==> src/rtl/div_share_ctrl_if.sv <==
// ============================================================================
// Module   : div_share_ctrl_if
// Purpose  : Start/done handshake and operand/result bus to the shared divider.
// Revision : 1.0  initial release
// ============================================================================
`default_nettype none

interface div_share_ctrl_if;
   logic       div_start;
   logic [7:0] div_dividend;
   logic [7:0] div_divisor;
   logic       div_done;
   logic [7:0] div_quotient;
   logic [7:0] div_remainder;

   // Controller side drives start and operands; divider side returns results.
   modport master (
      output div_start,
      output div_dividend,
      output div_divisor,
      input  div_done,
      input  div_quotient,
      input  div_remainder
   );

   modport slave (
      input  div_start,
      input  div_dividend,
      input  div_divisor,
      output div_done,
      output div_quotient,
      output div_remainder
   );
endinterface

`default_nettype wire

==> src/rtl/div_share_ctrl.sv <==
// ============================================================================
// Module   : div_share_ctrl
// Purpose  : Round-robin sharing of one sequential signed 8-bit divider.
// Revision : 1.0  initial release
// ============================================================================
`default_nettype none

module div_share_ctrl #(
   parameter int N_REQ   = 4,
   parameter int TIMEOUT = 15
) (
   input  logic                 clk,
   input  logic                 rst_n,
   input  logic [N_REQ-1:0]     req,
   input  logic [8*N_REQ-1:0]   req_dividend,
   input  logic [8*N_REQ-1:0]   req_divisor,
   output logic [N_REQ-1:0]     gnt,
   output logic [N_REQ-1:0]     rsp_valid,
   output logic [7:0]           rsp_quotient,
   output logic [7:0]           rsp_remainder,
   output logic                 rsp_err,
   output logic                 busy,
   div_share_ctrl_if.master     div_bus
);

   localparam int c_PW = (N_REQ > 1) ? $clog2(N_REQ) : 1;
   localparam int c_IW = c_PW + 1;
   localparam int c_WW = $clog2(TIMEOUT + 1);

   localparam logic [1:0] c_ST_IDLE = 2'd0;
   localparam logic [1:0] c_ST_RUN  = 2'd1;
   localparam logic [1:0] c_ST_RESP = 2'd2;

   localparam logic [N_REQ-1:0] c_ONE      = N_REQ'(1);
   localparam logic [c_PW-1:0]  c_PTR_INIT = c_PW'(N_REQ - 1);

   logic [1:0]       r_state;
   logic [1:0]       w_state_nxt;

   logic [c_PW-1:0]  r_ptr;
   logic [c_WW-1:0]  r_wdog;
   logic [7:0]       r_op_dividend;
   logic [7:0]       r_op_divisor;

   logic [N_REQ-1:0] r_gnt;
   logic [N_REQ-1:0] r_rsp_valid;
   logic [7:0]       r_rsp_q;
   logic [7:0]       r_rsp_r;
   logic             r_rsp_err;
   logic             r_busy;
   logic             r_start;

   logic [N_REQ-1:0] w_gnt_nxt;
   logic [N_REQ-1:0] w_rsp_valid_nxt;
   logic [7:0]       w_rsp_q_nxt;
   logic [7:0]       w_rsp_r_nxt;
   logic             w_rsp_err_nxt;
   logic             w_busy_nxt;
   logic             w_start_nxt;
   logic             w_ld_op;

   logic             w_any;
   logic [c_PW-1:0]  w_sel;
   logic [c_IW-1:0]  w_idx;
   logic             w_div0;
   logic             w_ovf;
   logic             w_wdog_exp;

   logic [7:0]       w_dvd [N_REQ];
   logic [7:0]       w_dvs [N_REQ];

   generate
      for (genvar k = 0; k < N_REQ; k++) begin : g_unpack
         assign w_dvd[k] = req_dividend[8*k +: 8];
         assign w_dvs[k] = req_divisor[8*k +: 8];
      end
   endgenerate

   // Search starts one past the last granted channel and wraps.
   always_comb begin : p_arb
      w_any = 1'b0;
      w_sel = r_ptr;
      w_idx = '0;
      for (int i = 1; i <= N_REQ; i++) begin
         w_idx = {1'b0, r_ptr} + c_IW'(i);
         if (w_idx >= c_IW'(N_REQ)) begin
            w_idx = w_idx - c_IW'(N_REQ);
         end
         if (!w_any && req[w_idx[c_PW-1:0]]) begin
            w_any = 1'b1;
            w_sel = w_idx[c_PW-1:0];
         end
      end
   end

   assign w_div0     = (r_op_divisor == 8'h00);
   assign w_ovf      = (r_op_dividend == 8'h80) && (r_op_divisor == 8'hFF);
   assign w_wdog_exp = (r_wdog == c_WW'(TIMEOUT - 1));

   always_ff @(posedge clk or negedge rst_n) begin : p_state
      if (!rst_n) begin
         r_state <= c_ST_IDLE;
      end else begin
         r_state <= w_state_nxt;
      end
   end

   // A zero divisor spends its single RUN cycle without starting the divider.
   always_comb begin : p_next
      w_state_nxt = r_state;
      case (r_state)
         c_ST_IDLE: begin
            if (w_any) begin
               w_state_nxt = c_ST_RUN;
            end
         end
         c_ST_RUN: begin
            if (w_div0 || div_bus.div_done || w_wdog_exp) begin
               w_state_nxt = c_ST_RESP;
            end
         end
         c_ST_RESP: begin
            w_state_nxt = c_ST_IDLE;
         end
         default: begin
            w_state_nxt = c_ST_IDLE;
         end
      endcase
   end

   always_comb begin : p_out
      w_gnt_nxt       = '0;
      w_rsp_valid_nxt = '0;
      w_rsp_q_nxt     = r_rsp_q;
      w_rsp_r_nxt     = r_rsp_r;
      w_rsp_err_nxt   = r_rsp_err;
      w_busy_nxt      = r_busy;
      w_start_nxt     = 1'b0;
      w_ld_op         = 1'b0;
      case (r_state)
         c_ST_IDLE: begin
            if (w_any) begin
               w_gnt_nxt   = c_ONE << w_sel;
               w_start_nxt = (w_dvs[w_sel] != 8'h00);
               w_busy_nxt  = 1'b1;
               w_ld_op     = 1'b1;
            end
         end
         c_ST_RUN: begin
            w_busy_nxt = 1'b1;
            if (w_div0) begin
               w_rsp_q_nxt   = 8'hFF;
               w_rsp_r_nxt   = r_op_dividend;
               w_rsp_err_nxt = 1'b1;
            end else if (div_bus.div_done) begin
               w_rsp_q_nxt   = div_bus.div_quotient;
               w_rsp_r_nxt   = div_bus.div_remainder;
               w_rsp_err_nxt = w_ovf;
            end else if (w_wdog_exp) begin
               w_rsp_q_nxt   = 8'h00;
               w_rsp_r_nxt   = 8'h00;
               w_rsp_err_nxt = 1'b1;
            end else begin
               w_start_nxt = 1'b1;
            end
            if (w_state_nxt == c_ST_RESP) begin
               w_rsp_valid_nxt = c_ONE << r_ptr;
            end
         end
         c_ST_RESP: begin
            w_busy_nxt = 1'b0;
         end
         default: begin
            w_busy_nxt = 1'b0;
         end
      endcase
   end

   always_ff @(posedge clk or negedge rst_n) begin : p_regs
      if (!rst_n) begin
         r_gnt         <= '0;
         r_rsp_valid   <= '0;
         r_rsp_q       <= 8'h00;
         r_rsp_r       <= 8'h00;
         r_rsp_err     <= 1'b0;
         r_busy        <= 1'b0;
         r_start       <= 1'b0;
         r_ptr         <= c_PTR_INIT;
         r_wdog        <= '0;
         r_op_dividend <= 8'h00;
         r_op_divisor  <= 8'h00;
      end else begin
         r_gnt       <= w_gnt_nxt;
         r_rsp_valid <= w_rsp_valid_nxt;
         r_rsp_q     <= w_rsp_q_nxt;
         r_rsp_r     <= w_rsp_r_nxt;
         r_rsp_err   <= w_rsp_err_nxt;
         r_busy      <= w_busy_nxt;
         r_start     <= w_start_nxt;
         if (w_ld_op) begin
            r_ptr         <= w_sel;
            r_op_dividend <= w_dvd[w_sel];
            r_op_divisor  <= w_dvs[w_sel];
            r_wdog        <= '0;
         end else if (r_state == c_ST_RUN) begin
            r_wdog <= r_wdog + c_WW'(1);
         end
      end
   end

   assign gnt           = r_gnt;
   assign rsp_valid     = r_rsp_valid;
   assign rsp_quotient  = r_rsp_q;
   assign rsp_remainder = r_rsp_r;
   assign rsp_err       = r_rsp_err;
   assign busy          = r_busy;

   assign div_bus.div_start    = r_start;
   assign div_bus.div_dividend = r_op_dividend;
   assign div_bus.div_divisor  = r_op_divisor;

endmodule

`default_nettype wire

==> src/flat_wrapper.sv <==
// flat-port wrapper written by rule: the top's interface ports become plain ports
module div_share_ctrl_flat 
#(
   parameter int N_REQ   = 4,
   parameter int TIMEOUT = 15
)
  (clk, rst_n, req, req_dividend, req_divisor, gnt, rsp_valid, rsp_quotient, rsp_remainder, rsp_err, busy, div_bus_div_start, div_bus_div_dividend, div_bus_div_divisor, div_bus_div_done, div_bus_div_quotient, div_bus_div_remainder);
  div_share_ctrl_if div_bus_i ();
  input  logic clk;
  input  logic rst_n;
  input  logic [N_REQ-1:0] req;
  input  logic [8*N_REQ-1:0] req_dividend;
  input  logic [8*N_REQ-1:0] req_divisor;
  output logic [N_REQ-1:0] gnt;
  output logic [N_REQ-1:0] rsp_valid;
  output logic [7:0] rsp_quotient;
  output logic [7:0] rsp_remainder;
  output logic rsp_err;
  output logic busy;
  output wire logic [$bits(div_bus_i.div_start)-1:0] div_bus_div_start;
  output wire logic [$bits(div_bus_i.div_dividend)-1:0] div_bus_div_dividend;
  output wire logic [$bits(div_bus_i.div_divisor)-1:0] div_bus_div_divisor;
  input wire logic [$bits(div_bus_i.div_done)-1:0] div_bus_div_done;
  input wire logic [$bits(div_bus_i.div_quotient)-1:0] div_bus_div_quotient;
  input wire logic [$bits(div_bus_i.div_remainder)-1:0] div_bus_div_remainder;
  assign div_bus_div_start = div_bus_i.div_start;
  assign div_bus_div_dividend = div_bus_i.div_dividend;
  assign div_bus_div_divisor = div_bus_i.div_divisor;
  assign div_bus_i.div_done = div_bus_div_done;
  assign div_bus_i.div_quotient = div_bus_div_quotient;
  assign div_bus_i.div_remainder = div_bus_div_remainder;
  div_share_ctrl #(.N_REQ(N_REQ), .TIMEOUT(TIMEOUT)) u_core (.clk(clk), .rst_n(rst_n), .req(req), .req_dividend(req_dividend), .req_divisor(req_divisor), .gnt(gnt), .rsp_valid(rsp_valid), .rsp_quotient(rsp_quotient), .rsp_remainder(rsp_remainder), .rsp_err(rsp_err), .busy(busy), .div_bus(div_bus_i));
endmodule
==> config.mk <==
export PLATFORM = sky130hd
export DESIGN_NAME = div_share_ctrl_flat
export DESIGN_NICKNAME = d
export VERILOG_FILES = /design/src/rtl/div_share_ctrl_if.sv /design/src/rtl/div_share_ctrl.sv /design/src/flat_wrapper.sv
export SDC_FILE = /design/constraint.sdc
export NUM_CORES = 1
export LEC_CHECK = 0
export CAP_MARGIN = 20
export CORE_MARGIN = 5
export CORE_UTILIZATION = 43
export CTS_BUF_LIST = sky130_fd_sc_hd__clkbuf_4 sky130_fd_sc_hd__clkbuf_8
export CTS_CLUSTER_SIZE = 8
export DETAILED_ROUTE_END_ITERATION = 6
export MAX_ROUTING_LAYER = met4
export PLACE_DENSITY = 0.85
export SLEW_MARGIN = 20
export SYNTH_ARGS = -nofsm -noshare
export SYNTH_HDL_FRONTEND = slang
export SYNTH_SLANG_ARGS = --single-unit
==> constraint.sdc <==
create_clock -name clk -period 3.9 [get_ports clk]
set_input_delay 0.39 -clock clk [delete_from_list [all_inputs] [get_ports clk]]
set_output_delay 0.39 -clock clk [all_outputs]
set_load 0.005 [all_outputs]
Yosys cells after proc, flatten, opt, wreduce, memory -nomap -nowiden
Index checks and enable logic that the tools add are counted.
{ "totals": {"regBits": 51, "input_bits": 87, "elab_cells": 106} }
{ "classes": {"addsub": 9, "order_cmp": 9, "n_eq_ne": 6, "n_shift": 2, "n_mux": 52, "bitwise_logic": 1, "reduce_logical": 15} }
{ "ops": {"columns": ["op", "count"], "rows": [
  ["$mux W8", 9],
  ["$bmux W8 S2", 2],
  ["$mux W4", 6],
  ["$mux W2", 10],
  ["$mux W1", 18],
  ["$eq A8 B8 Y1 const B", 2],
  ["$ge A3 B3 Y1 const B", 5],
  ["$lt A2 B3 Y1 const B", 4],
  ["$bmux W1 S2", 4],
  ["$logic_not A8 Y1", 1],
  ["$reduce_bool A8 Y1", 1],
  ["$shl A1 B2 Y4 const A", 2],
  ["$sub A2 B1 Y2 const B", 4],
  ["$add A2 B2 Y3 const B", 2],
  ["$add A4 B1 Y4 const B", 1],
  ["$eq A4 B4 Y1 const B", 1],
  ["$logic_and A1 B1 Y1", 4],
  ["$pmux W1 S2", 2],
  ["$pmux W2 S2", 1],
  ["$add A2 B1 Y3 const B", 1],
  ["$add A2 B3 Y3 const B", 1],
  ["$logic_not A1 Y1", 3],
  ["$not A2 Y3", 1],
  ["$reduce_bool A3 Y1", 1],
  ["7 further kinds", 8]
]} }

Longest topological paths before layout
Gate-level depths: netlist of run 1.
{ "logic_depth": {"depth_word": 22, "mapped_depth": 13, "ltp_nobuf": 9} }

Worst setup path before layout of run 1
No wires, ideal clock.
{ "synth_timing": {"path_kind": "register to register", "start": "register u_core.r_ptr[0]", "end": "register u_core.r_start, in the netlist u_core.div_bus.div_start", "setup_ns": 0.129, "arrival_ns": 2.706, "required_time_ns": 3.771, "setup_slack_ns": 1.065, "path_stages_with_launch": 12, "n_path_buf": 2, "cell_sequence": "dfstp_2 > buf_4 > inv_1 > ha_1 > nor2_1 > o21ai_0 > a221o_1 > buf_2 > mux4_2 > nor4_1 > a21o_1 > o21ai_1"} }
{ "synth_between": {"elab_chain_cells": 22, "elab_cells_between_ends": 45, "cone_classes": "8 x add/sub; 4 x order compare; 25 x mux; 1 x bitwise; 7 x reduce/logical"} }
{ "synth_rtl": {"columns": ["element", "line", "source"], "rows": [
  ["start, declared", "div_share_ctrl.sv:40", "logic [c_PW-1:0] r_ptr;"],
  ["start signal, assigned", "div_share_ctrl.sv:188", "r_ptr <= c_PTR_INIT;"],
  ["start signal, assigned", "div_share_ctrl.sv:201", "r_ptr <= w_sel;"],
  ["$add A2 B1 Y3", "div_share_ctrl.sv:85", "w_idx = {1'b0, r_ptr} + c_IW'(i);"],
  ["$ge A3 B3 Y1 or $sub A2 B1 Y2 (tied branches)", "div_share_ctrl.sv:86, div_share_ctrl.sv:87", null],
  ["$mux W2", "div_share_ctrl.sv:86", "if (w_idx >= c_IW'(N_REQ)) begin"],
  ["$bmux W1 S2", "div_share_ctrl.sv:89", "if (!w_any && req[w_idx[c_PW-1:0]]) begin"],
  ["$mux W1 (not written as such)", "div_share_ctrl.sv:89", null],
  ["$mux W1", "div_share_ctrl.sv:89", null],
  ["$logic_not A1 Y1", "div_share_ctrl.sv:89", null],
  ["$logic_and A1 B1 Y1", "div_share_ctrl.sv:89", null],
  ["(+6 left out)", null, null],
  ["$mux W2", "div_share_ctrl.sv:89", null],
  ["$not A2 Y3 (not written as such)", "div_share_ctrl.sv:144", "w_start_nxt = (w_dvs[w_sel] != 8'h00);"],
  ["$bmux W8 S2", "div_share_ctrl.sv:144", null],
  ["$mux W8 (not written as such) (2 in a row)", "div_share_ctrl.sv:144", null],
  ["$reduce_bool A8 Y1", "div_share_ctrl.sv:144", null],
  ["$mux W1 *", "div_share_ctrl.sv:142", "if (w_any) begin"],
  ["$pmux W1 S2 *", "div_share_ctrl.sv:140", "case (r_state)"],
  ["net u_core.w_start_nxt", "div_share_ctrl.sv:59", "logic w_start_nxt;"],
  ["end signal, assigned", "div_share_ctrl.sv:199", "r_start <= w_start_nxt;"],
  ["end, declared", "div_share_ctrl.sv:51", "logic r_start;"]
]} }
The timed path passes the listed nets; every way through them passes the cells marked *. The select of a mux whose other input is x is not followed.
A chain may end at the register's enable or synchronous reset.

Worst setup path in the final report of run 1
Ends and elaborated chain as after synthesis.

==> results.md, run 1 <==
* Status: completed
* # Post-CTS Setup Buffers at 0
* Vias in the first global route at 2664
* Placed Cells at 484
* Yosys cell types at 42
* PnR Total Power at 3.25 mW
* Post-synthesis sequential area ratio at 44.3%
* Critical Path AT at 3600 ps
* Rel. slew slack at 34.2%
* FP Rows at 29
* Worst r2r dst: u_core.div_bus.div_start
* Most frequent cells in the layout: 128 x clkdlybuf4s50_1, 49 x dfrtp_1, 32 x nand2_1
* Clk_lat worst skew at 300 ps
* Post-synth EDFFs at 0
* Initial antenna violation count at 0
* Maximum vdd drop at 0.538 mV
* Tightest Pin Transition at 988 ps
* Drt total wl at 7.80 mm
* Slew Viols, Final at 0
* Compound-gate portion of the synthesized area at 14.1%
* TritonCTS Buffers at 5
* Cells after synthesis at 295
* CP required at 4080 ps
* Crit-path cells: inv_1 > ha_1 > a211o_1 > mux2i_1 > o31a_1 > buf_4 > mux4_2 > nor4_1 > a21o_1 > o21ai_1
* DP Area at 0.00422 sq mm
* Die area at 0.00844 sq mm
* Min-Delay Path Class: input port to asynchronous set/reset pin
* Depth of the most critical reg-to-reg path at 10
* Placement Setup Slack at 377 ps
* First-pass DRT Iterations at 4
* Maxcap violations at 0
* Core Area at 0.00642 sq mm
* Slowest-stage cell, CP: dfstp_2
* Ratio of cells with drive above 1 in the final layout at 11.6%
* Xor/xnor cell area share of the yosys netlist at 0.304%
* Top Ports at 130
* Final net count at 507
* CTS H-tree depth at 2
* Initial DRC count at 172
* Post-DP HPWL at 6.20 mm
* Post-CTS resize count at 0
* Mapped Area at 0.00288 sq mm
* Clock Tree Buf Depth at 2
* Clk sink count at 51
* Synthesized flop and latch total at 51
* Syn. warnings at 0
* DR vias at 2644
* CP top delay family: compound AO/OA/AOI/OAI gates
* Share of synthesized flip-flops with an asynchronous set or reset at 100%
* DRT antenna net count at 0
* CP Class: register to register
* Avg Synthesized Cell Area at 9.78 sq um
* Die Y at 91.9 um
* Setup TNS at 0 ps
* Crit. End Element: register
* Cts hold-fix bufs at 0
* Tcrit/Tclk final at 87.6%
* DR vias/cell at 5.37
* WHS at 186 ps
* Commonest non-fill, non-tap cell in the layout: clkdlybuf4s50_1
* Worst reg2reg setup slack at 480 ps
* Top_reg_cell synth: dfrtp_1
* Endpoints failing hold at 0
* Cell area power density at 750 mW/mm^2
* Final RePlAce weighted congestion at 0.954
* # setup viols final at 0
* Antenna fix cells at 0
* Max incr delay on CP at 690 ps
* Buffers added on ports at 129
* RSZ-0062 raised after global routing: false
* Cell Count, Final, Fillers Out at 492
* LEAKAGE at 1.76 nW
* Root Driver: clkbuf_8
* Mux share of post-synthesis cell area at 16.5%
* Maximum fanout along the worst path at 16
* Fin crit period at 3420 ps
* Post-route cell area at 0.00434 sq mm
* CP bufs+invs at 2
* Initial Util at 44.9%
* Max Clock Skew at 5.54 ps
* Area growth syn-to-layout at 50.4%
* Fraction of the mapped netlist area in adder cells at 2.60%
* Congestion Overflow GR at 0
* Type of origin of the critical path: register
* Largest family of logic cells by synthesized area: simple AND/OR/NAND/NOR gates
* RR Startpoint: u_core.r_ptr[0]
* Routed len/inst at 15.9 um
* Max Fclk at 293 MHz
* Global-route wire length before repair at 12.7 mm
* # DRC at 0
* Synthesized net count at 388
* Largest net degree at the start of global routing at 52
* Total GRT Usage at 19.3%
* Die X at 91.9 um
* Simple-gate share of the synthesized area at 17.2%
* Setup WS post-layout at 483 ps
* TritonCTS clock tree: done
* Final core utilization at 67.5%
* Reg clk slew, reported paths at 90 ps
metal layers:
layer | wire length, um | global-route usage (%)
met5 | 0 | -
met1 | 3100 | 22.9
met4 | 202 | 7.55
met2 | 3910 | 32.4
met3 | 598 | 3.52
registers in the layout, indices dropped and copies added, names as in the netlist:
signal and count:
u_core.div_bus.div_dividend 8, u_core.div_bus.div_divisor 8, u_core.rsp_quotient 8, u_core.rsp_remainder 8, u_core.gnt 4, u_core.r_wdog 4
u_core.rsp_valid 4, u_core.r_ptr 2, u_core.r_state 2, u_core.busy 1, u_core.div_bus.div_start 1, u_core.rsp_err 1
kinds of logic after synthesis:
family                   after synthesis
flip-flops                            51
multiplexers                          35
XOR/XNOR                               1
buffers and inverters                 32
AO/OA/AOI/OAI                         68
AND/OR/NAND/NOR                      102
adder cells (fa/ha/maj)                6
how the worst max path moves through the flow:
stage,from,to,slack [ps],depth (start not counted)
after floorplan,u_core.r_ptr[0],u_core.div_bus.div_start,1070,11
after global placement,req[0],u_core.div_bus.div_start,550,10
after detailed placement,req[0],u_core.div_bus.div_start,380,10
after CTS,u_core.r_ptr[0],u_core.div_bus.div_start,500,10
after global routing,u_core.r_ptr[0],u_core.div_bus.div_start,220,10
final,u_core.r_ptr[0],u_core.div_bus.div_start,480,10
cell usage after synthesis (3+ instances only):
master    count  area [sq um]
mux2_2       17           191
nand2_1      32           120
mux4_2        8           180
nor3b_1       4          30.0
nand4_1       3          18.8
nor4_1        6          37.5
nand3_1      12          60.1
mux2i_1       9          90.1
and2_1        7          43.8
nor2b_1       3          18.8
o21ai_0      27           135
nor2_1       22          82.6
a31oi_1      11          68.8
buf_2         5          25.0
inv_1         6          22.5
dfrtp_1      49          1230
clkbuf_1     18          67.6
nor3_1        5          25.0
a21oi_1      19          95.1
ha_1          6          75.1
cell type report:
cell class / count / area, sq um
Timing Repair Buffer: 138 / 1350
Fill cell: 503 / 2090
Multi-Input combinational cell: 212 / 1470
Inverter: 6 / 22.5
Sequential cell: 51 / 1280
Clock buffer: 6 / 82.6
Clock inverter: 2 / 35.0
Tap cell: 77 / 96.3
where the power goes:
| group | total (mW) | switching (mW) | internal [mW] | leakage, nW |
|---|---|---|---|---|
| registers | 1.01 | 0.227 | 0.786 | 0.614 |
| clock network | 0.372 | 0.165 | 0.208 | 0.0612 |
| logic | 1.87 | 0.809 | 1.06 | 1.08 |
| total | 3.25 | 1.20 | 2.05 | 1.76 |
(Power assumes the default switching activity.)
==> inputs of run 2 (changes only) <==
--- a/config.mk
+++ b/config.mk
@@ -7,12 +7,12 @@
 export LEC_CHECK = 0
 export CAP_MARGIN = 20
 export CORE_MARGIN = 5
-export CORE_UTILIZATION = 43
-export CTS_BUF_LIST = sky130_fd_sc_hd__clkbuf_4 sky130_fd_sc_hd__clkbuf_8
+export CORE_UTILIZATION = 42
+export CTS_BUF_LIST = sky130_fd_sc_hd__clkbuf_8 sky130_fd_sc_hd__clkbuf_16
 export CTS_CLUSTER_SIZE = 8
 export DETAILED_ROUTE_END_ITERATION = 6
 export MAX_ROUTING_LAYER = met4
-export PLACE_DENSITY = 0.85
+export PLACE_DENSITY = 0.84
 export SLEW_MARGIN = 20
 export SYNTH_ARGS = -nofsm -noshare
 export SYNTH_HDL_FRONTEND = slang
==> results.md, run 2 (synthesized netlist as in run 1, its figures left out) <==
* Maxcap violations at 0
* Drt total wl at 7.80 mm
* Initial Util at 42.7%
* Comb pwr share at 56.1%
* Flop pwr share at 30.9%
* DR vias/cell at 5.43
* Routed len/inst at 15.8 um
* Max incr delay on CP at 690 ps
* Post-CTS resize count at 0
* Initial DRC count at 174
* TritonCTS clock tree: done
* Cell Count, Final, Fillers Out at 492
* Depth of the most critical reg-to-reg path at 10
* Switching power at 1.20 mW
* Min-Delay Path Class: input port to asynchronous set/reset pin
* Core Area at 0.00676 sq mm
* Buffers added on ports at 129
* Crit. End Element: register
* DRT antenna net count at 0
* Die area at 0.00862 sq mm
* Slowest-stage cell, CP: dfstp_2
* Placement Setup Slack at 411 ps
* Tcrit/Tclk final at 83.1%
* Maximum vdd drop at 0.497 mV
* First-pass DRT Iterations at 4
* Global-route wire length before repair at 12.8 mm
* Clk_lat worst skew at 300 ps
* Antenna fix cells at 0
* Slew Viols, Final at 0
* WHS at 106 ps
* # DRC at 0
* Total GRT Usage at 18.6%
* Placed Cells at 484
* Ratio of cells with drive above 1 in the final layout at 10.9%
* TritonCTS Buffers at 5
* LEAKAGE at 1.75 nW
* Critical Path AT at 3410 ps
* Rel. slew slack at 56.7%
* Clock Tree Buf Depth at 2
* Initial antenna violation count at 0
* Most frequent cells in the layout: 128 x clkdlybuf4s50_1, 49 x dfrtp_1, 32 x nand2_1
* Die X at 92.9 um
* Tightest Pin Transition at 647 ps
* Setup TNS at 0 ps
* Status: completed
* Commonest non-fill, non-tap cell in the layout: clkdlybuf4s50_1
* Fin crit period at 3240 ps
* Max Clock Skew at 6.82 ps
* Max Fclk at 309 MHz
* Crit-path cells: inv_1 > ha_1 > a211o_1 > mux2i_1 > o31a_1 > buf_4 > mux4_2 > nor4_1 > a21o_1 > o21ai_1
* FP Rows at 30
* Clock Power Share at 13.0%
* # setup viols final at 0
* Type of origin of the critical path: register
* Area growth syn-to-layout at 51.1%
* CTS H-tree depth at 2
* Vias in the first global route at 2738
* Origin of the worst setup path: u_core.r_ptr[0]
* Final net count at 504
* RSZ-0062 raised after global routing: false
* Final RePlAce weighted congestion at 0.835
* Endpoints failing hold at 0
* Root Driver: clkbuf_8
* CP required at 4070 ps
* Clk sink count at 51
* Cts hold-fix bufs at 0
* DP Area at 0.00422 sq mm
* Post-route cell area at 0.00436 sq mm
* Cell area power density at 752 mW/mm^2
* Pint at 2.08 mW
* CP Class: register to register
* Reg clk slew, reported paths at 90 ps
* Post-DP HPWL at 6.12 mm
* RR Startpoint: u_core.r_ptr[0]
* Congestion Overflow GR at 0
* Switching fraction of total power at 36.7%
* Maximum fanout along the worst path at 26
* Setup WS post-layout at 660 ps
* Top Ports at 130
* Largest net degree at the start of global routing at 28
* # Post-CTS Setup Buffers at 0
* Die Y at 92.9 um
* DR vias at 2670
==> run 2: worst paths after layout <==
kind                                             to  slack (ps)
setup / recovery           u_core.div_bus.div_start         660
hold / removal                  u_core.rsp_valid[3]         110
setup reg to reg           u_core.div_bus.div_start         660
hold reg to reg                         u_core.busy         480
max in group asynchronous   u_core.rsp_remainder[1]        3250
min in group clk                        u_core.busy         480
==> run 2: per-layer routing <==
layer	wire length [um]	global-route usage, %	vias up	part of all wire (%)
met5	0	-	-	0
met4	74	3.17	0	0.95
met3	646	4.31	6	8.3
met2	3920	32.5	131	50
met1	3150	22.2	1249	40
li1	-	-	1284	-
==> run 2: area by class of cell <==
type	instances	area (sq um)
clock buffer	5	68.8
clock inverter	3	67.6
fill	572	2400
inverter	6	22.5
multi-input combinational	212	1470
sequential	51	1280
tap	80	100
timing repair buffer	135	1350
==> run 2: critical path, delay by kind of cell, from the launching register on <==
family | cells | cell delay, ps
AO/OA/AOI/OAI | 4 | 680
multiplexers | 2 | 500
buffers and inverters | 2 | 540
flip-flops | 1 | 690
AND/OR/NAND/NOR | 1 | 310
adder cells (fa/ha/maj) | 1 | 390
==> run 2: stage by stage <==
stage / util [%] / total power, mW
floorplan: - / 2.12
global placement: 62.1 / 2.79
detailed placement: 62.5 / 2.88
CTS: 64.5 / 3.31
global route: 64.5 / 3.54
finish: 64.5 / 3.28
==> run 2: power by group through the flow <==
stage / Combinational, mW / Clock (mW) / Sequential, mW
detailed placement: 1.85 / 0 / 1.02
floorplan: 1.15 / 0 / 0.970
CTS: 1.86 / 0.435 / 1.01
finish: 1.84 / 0.427 / 1.01
global placement: 1.78 / 0 / 1.01
global route: 2.02 / 0.465 / 1.05
==> inputs of run 3 (changes only) <==
--- a/config.mk
+++ b/config.mk
@@ -7,12 +7,12 @@
 export LEC_CHECK = 0
 export CAP_MARGIN = 20
 export CORE_MARGIN = 5
-export CORE_UTILIZATION = 42
+export CORE_UTILIZATION = 38
 export CTS_BUF_LIST = sky130_fd_sc_hd__clkbuf_8 sky130_fd_sc_hd__clkbuf_16
 export CTS_CLUSTER_SIZE = 8
 export DETAILED_ROUTE_END_ITERATION = 6
 export MAX_ROUTING_LAYER = met4
-export PLACE_DENSITY = 0.84
+export PLACE_DENSITY = 0.8
 export SLEW_MARGIN = 20
 export SYNTH_ARGS = -nofsm -noshare
 export SYNTH_HDL_FRONTEND = slang
==> constraint.sdc (replaced) <==
create_clock -name clk -period 2.6 [get_ports clk]
set_input_delay 0.26 -clock clk [delete_from_list [all_inputs] [get_ports clk]]
set_output_delay 0.26 -clock clk [all_outputs]
set_load 0.005 [all_outputs]
==> results.md, run 3 (synthesized netlist as in run 1, its figures left out) <==
* Initial Util at 39.3%
* Initial antenna violation count at 0
* Max Clock Skew at 12.8 ps
* Global-route wire length before repair at 13.7 mm
* Most frequent cells in the layout: 128 x clkdlybuf4s50_1, 49 x dfrtp_1, 32 x nand2_1
* Area growth syn-to-layout at 64.6%
* DR vias/cell at 5.25
* Clock Tree Buf Depth at 2
* Comb pwr share at 65.7%
* Root Driver: clkbuf_8
* Clk sink count at 51
* Maxcap violations at 0
* CTS H-tree depth at 2
* Total GRT Usage at 17.8%
* Switching power at 2.15 mW
* Routed len/inst at 16.0 um
* Final net count at 535
* Die X at 97.1 um
* # DRC at 0
* First-pass DRT Iterations at 4
* Top Ports at 130
* Tcrit/Tclk final at 107%
* CP top delay family: multiplexers
* Origin of the worst setup path: u_core.r_ptr[1]
* DRT antenna net count at 0
* Maximum fanout along the worst path at 8
* Max Fclk at 358 MHz
* RSZ-0062 raised after global routing: true
* Final core utilization at 64.8%
* Die area at 0.00943 sq mm
* Commonest non-fill, non-tap cell in the layout: clkdlybuf4s50_1
* Switching fraction of total power at 36.5%
* Post-DP HPWL at 6.37 mm
* PnR Total Power at 5.89 mW
* Crit-path cells: mux2_4 > o32ai_4 > mux2i_1 > o31a_1 > buf_12 > mux4_2 > nor4_4 > a21o_1 > o21ai_1
* Cell area power density at 1240 mW/mm^2
* Setup TNS at -837 ps
* # setup viols final at 12
* Maximum vdd drop at 0.723 mV
* CP Class: register to register
* Rel. slew slack at 56.0%
* Antenna fix cells at 0
* Clk_lat worst skew at 300 ps
* RR Startpoint: u_core.r_ptr[1]
* Drt total wl at 8.68 mm
* Critical Path AT at 2970 ps
* Die Y at 97.1 um
* Reg clk slew, reported paths at 90 ps
* Type of origin of the critical path: register
* Initial DRC count at 146
* Slowest-stage cell, CP: dfstp_2
* Crit. End Element: register
* Ratio of cells with drive above 1 in the final layout at 19.4%
* Pint at 3.74 mW
* Fin crit period at 2790 ps
* DR vias at 2844
* Slew Viols, Final at 0
* Clock Power Share at 9.0%
* Min-Delay Path Class: input port to asynchronous set/reset pin
* TritonCTS clock tree: done
* Tightest Pin Transition at 661 ps
* CP bufs+invs at 1
* Fillers at 558
* Vias in the first global route at 2872
* Failing checks: negative setup slack
* Final RePlAce weighted congestion at 0.855
* FP Rows at 31
* Setup WS post-layout at -192 ps
* Congestion Overflow GR at 0
* Buffers added on ports at 129
* Core Area at 0.00733 sq mm
* CP required at 2770 ps
* Largest net degree at the start of global routing at 24
* Status: finished, violations left
* TritonCTS Buffers at 5
* Endpoints failing hold at 0
* Max incr delay on CP at 630 ps
* Flop pwr share at 25.3%
* LEAKAGE at 1.97 nW
-- run 3: changes by cell type in the layout (fill, tap and decap cells not counted), moves of 6 or more --
cell	previous run	this run
buf_4	5	26
mux2_2	17	8
mux2_4	1	10
o21ai_0	27	10
o21ai_1	1	12
o21ai_2	0	6
-- run 3: power by group through the flow --
| stage | clock, mW | combinational, mW | sequential, mW |
|---|---|---|---|
| after floorplan | 0 | 1.81 | 1.46 |
| after global placement | 0 | 3.04 | 1.49 |
| after detailed placement | 0 | 3.11 | 1.50 |
| after CTS | 0.540 | 3.45 | 1.48 |
| after global routing | 0.585 | 4.18 | 1.53 |
| final | 0.532 | 3.87 | 1.49 |
-- run 3: worst register-to-register path: cells and delay by family (launching register included) --
family | cells | cell delay, ps
AO/OA/AOI/OAI | 4 | 660
multiplexers | 3 | 1110
AND/OR/NAND/NOR | 1 | 140
buffers and inverters | 1 | 150
flip-flops | 1 | 630
-- run 3: worst paths after layout --
| check | endpoint | depth (start not counted) | slack [ps] |
|---|---|---|---|
| min in group clk | u_core.busy | 1 | 490 |
| max in group asynchronous | u_core.r_state[1] | 3 | 1590 |
| max reg2reg | u_core.div_bus.div_start | 9 | -190 |
| min | u_core.div_bus.div_divisor[2] | 2 | 400 |
| max | u_core.div_bus.div_start | 9 | -190 |
| min reg2reg | u_core.busy | 1 | 490 |
-- run 3: per-stage QoR --
step	cell area [sq um]	hold WS (ps)	cells	setup WS, ps
finish	4750	396	542	-192
global route	4750	437	542	-350
floorplan	2920	-35.6	295	-127
global placement	4410	171	522	-291
CTS	4620	413	536	-157
detailed placement	4410	174	522	-353
-- run 3: cell type report --
class / count / area, sq um / area share [%]
sequential: 51 / 1280 / 26.9
tap: 99 / 124 / 2.61
inverter: 6 / 26.3 / 0.553
clock inverter: 3 / 37.5 / 0.791
timing repair buffer: 166 / 1650 / 34.7
clock buffer: 5 / 68.8 / 1.45
multi-input combinational: 212 / 1570 / 33.0
-- run 3: repair_timing --
action | in CTS | in global routing
setup buffers | 5 | 5
hold endpoints to repair | 10 | 0
pin swaps | 3 | 9
hold buffers | 1 | 0
gates cloned | 0 | 1
endpoints found under the setup margin | 10 | 13
resized for setup | 24 | 20
-- run 3: per-layer routing --
| layer | track usage, % | vias to the layer above | part of all wire (%) | wire length, um |
|---|---|---|---|---|
| li1 | - | 1354 | - | - |
| met1 | 22.0 | 1332 | 41 | 3530 |
| met2 | 29.6 | 141 | 50 | 4360 |
| met3 | 3.02 | 17 | 6.8 | 587 |
| met4 | 5.72 | 0 | 2.3 | 199 |
| met5 | - | - | 0 | 0 |
